<file path="config.mk">
export PLATFORM = sky130hd
export DESIGN_NAME = exagu_burst_sched
export DESIGN_NICKNAME = d
export VERILOG_FILES = /design/src/rtl/exagu_burst_sched.sv
export SDC_FILE = /design/constraint.sdc
export NUM_CORES = 1
export LEC_CHECK = 0
export ABC_CLOCK_PERIOD_IN_PS = 12300
export CORE_ASPECT_RATIO = 0.7
export CORE_MARGIN = 2
export CORE_UTILIZATION = 43
export DETAILED_ROUTE_END_ITERATION = 10
export PLACE_DENSITY = 0.72
export RECOVER_POWER = 25
export SETUP_SLACK_MARGIN = 0.2
export SYNTH_ARGS = -nofsm -noshare
export SYNTH_HDL_FRONTEND = slang
export SYNTH_SLANG_ARGS = --single-unit
</file>
<file path="constraint.sdc">
create_clock -name clock -period 12.3 [get_ports clock]
set_input_delay 1.23 -clock clock [delete_from_list [all_inputs] [get_ports clock]]
set_output_delay 1.23 -clock clock [all_outputs]
set_load 0.005 [all_outputs]
</file>
<file path="src/rtl/exagu_burst_sched.sv">
// Two-requester burst scheduler around one scaled-index address generator.
// Emits Base + ((Index+k) << Scale) per accepted beat, round-robin between bursts.
module exagu_burst_sched #(
    parameter int CNT_W = 8
) (
    input  logic             clock,
    input  logic             reset,
    input  logic             reqA_valid,
    output logic             reqA_ready,
    input  logic [47:0]      reqA_base,
    input  logic [47:0]      reqA_index,
    input  logic [CNT_W-1:0] reqA_count,
    input  logic [1:0]       reqA_scale,
    input  logic             reqA_jq,
    input  logic             reqB_valid,
    output logic             reqB_ready,
    input  logic [47:0]      reqB_base,
    input  logic [47:0]      reqB_index,
    input  logic [CNT_W-1:0] reqB_count,
    input  logic [1:0]       reqB_scale,
    input  logic             reqB_jq,
    output logic             out_valid,
    input  logic             out_ready,
    output logic [47:0]      out_addr,
    output logic             out_src,
    output logic             out_last,
    output logic             busy
);

    typedef enum logic {IDLE, RUN} state_t;

    state_t           state_q;
    logic             rr_q;
    logic [47:0]      base_q;
    logic [47:0]      idx_q;
    logic [CNT_W-1:0] rem_q;
    logic [1:0]       scale_q;
    logic             jq_q;
    logic             src_q;
    logic [47:0]      addr_q;
    logic             valid_q;
    logic             last_q;

    logic             grant_a;
    logic             grant_b;
    logic             accept;
    logic             sel_src;
    logic [47:0]      sel_base;
    logic [47:0]      sel_index;
    logic [CNT_W-1:0] sel_count;
    logic [1:0]       sel_scale;
    logic             sel_jq;
    logic [47:0]      idx_d;
    logic [CNT_W-1:0] rem_d;

    function automatic logic [47:0] calc_addr(input logic [47:0] b, input logic [47:0] i,
                                              input logic [1:0] s, input logic jq);
        logic [47:0] sum;
        sum = b + (i << s);
        if (!jq)
            sum[47:32] = '0;
        return sum;
    endfunction

    // Readies are gated by reset so nothing looks accepted while reset is held.
    always_comb begin
        grant_a    = reqA_valid && (!reqB_valid || !rr_q);
        grant_b    = reqB_valid && (!reqA_valid || rr_q);
        reqA_ready = reset && (state_q == IDLE) && grant_a;
        reqB_ready = reset && (state_q == IDLE) && grant_b;
        accept     = reqA_ready || reqB_ready;
        sel_src    = reqB_ready;
        sel_base   = sel_src ? reqB_base  : reqA_base;
        sel_index  = sel_src ? reqB_index : reqA_index;
        sel_count  = sel_src ? reqB_count : reqA_count;
        sel_scale  = sel_src ? reqB_scale : reqA_scale;
        sel_jq     = sel_src ? reqB_jq    : reqA_jq;
        idx_d      = idx_q + 48'd1;
        rem_d      = rem_q - CNT_W'(1);
    end

    always_ff @(posedge clock or negedge reset) begin
        if (!reset) begin
            state_q <= IDLE;
            rr_q    <= 1'b0;
            base_q  <= '0;
            idx_q   <= '0;
            rem_q   <= '0;
            scale_q <= '0;
            jq_q    <= 1'b0;
            src_q   <= 1'b0;
            addr_q  <= '0;
            valid_q <= 1'b0;
            last_q  <= 1'b0;
        end else begin
            case (state_q)
                IDLE: begin
                    if (accept) begin
                        base_q  <= sel_base;
                        idx_q   <= sel_index;
                        rem_q   <= sel_count;
                        scale_q <= sel_scale;
                        jq_q    <= sel_jq;
                        src_q   <= sel_src;
                        if (sel_count == '0) begin
                            rr_q <= ~sel_src;
                        end else begin
                            state_q <= RUN;
                            addr_q  <= calc_addr(sel_base, sel_index, sel_scale, sel_jq);
                            valid_q <= 1'b1;
                            last_q  <= (sel_count == CNT_W'(1));
                        end
                    end
                end
                RUN: begin
                    if (out_ready) begin
                        if (rem_q != CNT_W'(1)) begin
                            idx_q  <= idx_d;
                            rem_q  <= rem_d;
                            addr_q <= calc_addr(base_q, idx_d, scale_q, jq_q);
                            last_q <= (rem_q == CNT_W'(2));
                        end else begin
                            state_q <= IDLE;
                            valid_q <= 1'b0;
                            last_q  <= 1'b0;
                            rr_q    <= ~src_q;
                        end
                    end
                end
                default: state_q <= IDLE;
            endcase
        end
    end

    assign out_valid = valid_q;
    assign out_addr  = addr_q;
    assign out_src   = src_q;
    assign out_last  = last_q;
    assign busy      = (state_q == RUN);

endmodule
</file>
==> flow_results.org <==
** Detailed routing
- Number of DRC violations after detailed routing :: 0
- For this run, the detailed router's first-pass iteration total came to 7.
- First-iteration detailed-routing DRC count :: 2,247
- Summed over all layers, the routed wires come to 67,740 um.
- Post-route ant nets :: 0
- Average vias per placed instance :: 6.050
- In the final routed layout, each cell accounts on average for 22.49 um.
- The routed layout has 18,220 vias.

** Floorplanning
- Initial Utilization :: 43.38%
- Number of core rows :: 61
- IO Count :: 273
- The floorplan step set the die width to 242.7 um.
- Floorplan die area :: 0.04152 mm^2
- The total area inside the core boundary comes to 0.03954 mm^2.
- Floorplan die height :: 171.1 um

** Power
- Share of power burned in combinational logic :: 70.7%
- Internal power summed over all cells :: 2.633 mW
- Clock power share :: 11.2%
- IR analysis of the VDD net gives a maximum drop of 0.1311 mV.
- Pwr Density :: 269.4 mW/mm^2
- Psw :: 2.956 mW
- Switching power share of the total :: 52.88%
- Standby leakage power :: 9.119 nW
- Sequential share of power :: 18.2%

** GRT
- Total congestion overflow :: 0
- For this run, the total global-route usage over all layers was measured as 31.56%.
- The first global-routing pass estimated 99,730 um of wire.
- Entering global routing, the biggest net connects 74 pins.
- Number of global-route vias before repair :: 16,290
- Initial antenna violation count :: 1

** Synth
- Share of synthesized registers carrying an async set or reset :: 100.0%
- Top FF cell, synth :: dfrtp_1
- The number of nets in the synthesized netlist is 2,643.
- The synthesized netlist contains 77 unique library cells.
- Of the synthesized area, sequential elements account for 23.35%.
- Total of flip-flops plus latches after synthesis :: 160
- The average instance in the mapped netlist occupies 7.411 um^2.
- Yosys warning count :: 0
- Cell area after synthesis :: 0.01715 mm^2
- The synthesized design contains 0 enable-type register cells.
- Count of mapped cells out of synthesis :: 2,314

** Timing
- Min setup slack post-route :: 2712 ps
- Total setup violations reported at the end of the flow :: 0
- For the pin with the worst max-slew slack, the measured transition is 3551 ps.
- The final hold violation count was 0.
- Of the available clock period, the critical path in the final layout requires 77.95%.
- In this run the tightest slew margin relative to its limit is -136.7%.
- Fmax :: 0.1043 GHz
- Final Critical Period :: 9588 ps
- Setup repair after global routing missed its margin :: false
- On the final layout, the worst hold slack is 478.5 ps.
- Final Skew :: 11.13 ps
- Final Max Slew Viols :: 104
- In the final timing run, aggregate negative setup slack is 0 ps.

** Setup path
- Worst setup path startpoint :: reset
- STA classifies the critical path startpoint as an input pin.
- The endpoint identified for the worst register-to-register timing path is out_addr[44].
- Worst Reg-to-Reg Cells :: 18
- Flop-to-flop setup slack :: 4800 ps
- Worst setup path endpoint :: out_addr[44]
- Arrival time at the worst endpoint :: 9930 ps
- Of all nets on the critical path, the largest fanout is 58.
- Required time of the worst setup path :: 12,640 ps
- The worst setup path is of the input pin to flip-flop kind.
- The worst register-to-register path begins at busy.
- The worst setup path is captured at a flip-flop.

** Final layout
- Layout Nets :: 2,793
- The number of antenna diodes in the final layout is 0.
- After routing the design area is 0.02074 mm^2.
- Number of filler cells placed in the layout :: 3,866
- Compared with the post-synthesis result, the final layout area differs by 20.95%.
- Fraction of final layout cells with drive strength greater than 1 :: 5.894%
- Final design utilization :: 52.47%

** CTS
- Clock latency on the worst-skew pair, taken at its later pin, is 460 ps.
- CTS built an H-tree with a depth of 4.
- Hold repair after CTS inserted 0 buffers.
- TritonCTS created 17 clock buffers.
- Buffers added to address setup during post-CTS repair amount to 0.
- Master cell of the clock root buffer :: clkbuf_16
- TritonCTS built the clock tree.
- Worst-case clock buffer depth :: 2
- Reg clk slew, reported paths :: 70 ps
- Clock sink total :: 160
- Count of instances resized after the clock tree is built :: 0

** Placement
- Once detailed placement completed, the half-perimeter wirelength came to 52,680 um.
- Routability cong. :: 1.022
- Standard cell area after detailed placement :: 0.02010 mm^2
- During placement, the flow inserted port buffers numbering 272.
- OpenSTA, run right after detailed placement, puts the worst setup slack at 3978 ps.

** Run
- Max-cap violations in this run came to 2.

** Run status
- Status :: finished with violations
- Failing checks :: capacitance limit, slew limit

** Worst hold path
- The path class of the tightest hold or removal check is flip-flop to flip-flop.
- The startpoint identified for the worst hold timing path is out_addr[12].
-- power groups by stage --
stage	registers, mW	clock network [mW]	logic [mW]
final	1.01	0.624	3.95
after global routing	1.05	0.649	4.26
after CTS	1.01	0.628	3.80
after detailed placement	1.01	0	3.77
after global placement	1.01	0	3.73
after floorplan	0.906	0	2.64
-- cell families (layout without fill, tap and decap cells) --
kind of cell	Yosys count	in the layout	synth area share, %
flip-flops	160	160	23.35
AO/OA/AOI/OAI	597	597	21.47
AND/OR/NAND/NOR	916	916	23.38
adder cells (fa/ha/maj)	110	110	8.113
multiplexers	207	207	12.59
XOR/XNOR	127	127	6.486
buffers and inverters	197	360	4.611
-- placed cells by master (no fill, tap or decap), types with 10 or more instances in the layout --
master,instances
a211oi_1,12
a21o_1,48
a21oi_1,173
a221oi_1,24
a31oi_1,20
and2_1,14
and3_1,26
and4_1,13
buf_4,15
clkbuf_16,17
clkdlybuf4s50_1,271
dfrtp_1,158
ha_1,108
inv_1,38
mux2_2,70
mux2i_1,135
nand2_1,526
nand3_1,56
nand4_1,35
nor2_1,165
nor2b_1,10
nor3_1,29
o211ai_1,11
o21a_1,18
o21ai_0,182
o21bai_1,24
o221ai_1,14
xnor2_1,73
xor2_1,54
-- worst min path at each step --
| stage | endpoint | slack, ps | cells past startpoint |
|---|---|---|---|
| 3_5_place_dp | base_q[28] | 470 | 2 |
| 4_1_cts | out_addr[13] | 490 | 2 |
| 3_3_place_gp | out_addr[0] | 460 | 2 |
| 6_report | out_addr[12] | 480 | 2 |
| 2_1_floorplan | base_q[0] | 450 | 2 |
| 5_1_grt | base_q[43] | 500 | 2 |
-- state kept, by name, indices dropped and copies added, names as in the netlist --
name,flops
out_valid,1
jq_q,1
idx_q,48
out_last,1
out_addr,48
base_q,48
busy,1
out_src,1
rem_q,8
scale_q,2
rr_q,1
-- through the flow --
step	instances	total power, mW
after global placement	2980	4.739
after global routing	3012	5.960
after floorplan	2314	3.548
final	3012	5.589
after detailed placement	2980	4.786
after CTS	3012	5.442
-- layer usage --
layer / track usage [%] / vias to the layer above / routed length [um]
li1: - / 8522 / -
met1: 49.00 / 8633 / 32600
met2: 40.40 / 996 / 25090
met3: 11.67 / 69 / 9024
met4: 5.762 / 2 / 1014
met5: 0 / - / 15
-- cells in the mapped netlist, types with 24 or more instances --
library cell,count,area share (%)
a21o_1,48,2.1
a21oi_1,173,5.0
a221oi_1,24,1.2
and3_1,26,0.95
buf_1,30,0.66
buf_2,25,0.73
clkbuf_1,97,2.1
dfrtp_1,160,23
ha_1,108,7.9
inv_1,38,0.83
mux2_2,70,4.6
mux2i_1,137,8.0
nand2_1,526,12
nand3_1,56,1.6
nand4_1,35,1.3
nor2_1,165,3.6
nor3_1,29,0.85
o21ai_0,182,5.3
o21bai_1,24,1.1
xnor2_1,73,3.7
xor2_1,54,2.8
-- worst max-delay path, stage by stage --
cell	delay, ps
clkbuf_1	1890
nor2b_1	550
nand3_2	360
inv_4	700
mux2i_4	820
buf_4	530
mux2i_1	180
mux2_2	310
ha_1	330
o211ai_1	210
a21oi_1	90
o41ai_1	590
o31ai_1	270
a211oi_1	800
o31ai_1	250
nor3b_2	240
a31oi_1	170
a311oi_1	60
a221o_1	270
-- area by class of cell --
type / count / area, um^2 / share of cell area (%)
Sequential cell: 160 / 4009 / 19.33
Tap cell: 535 / 669.4 / 3.227
Clock buffer: 17 / 425.4 / 2.051
Multi-Input combinational cell: 1957 / 12420 / 59.88
Inverter: 40 / 152.6 / 0.7359
Clock inverter: 15 / 232.7 / 1.122
Timing Repair Buffer: 288 / 2833 / 13.66
No activity file was read; power rests on OpenSTA's default activity.
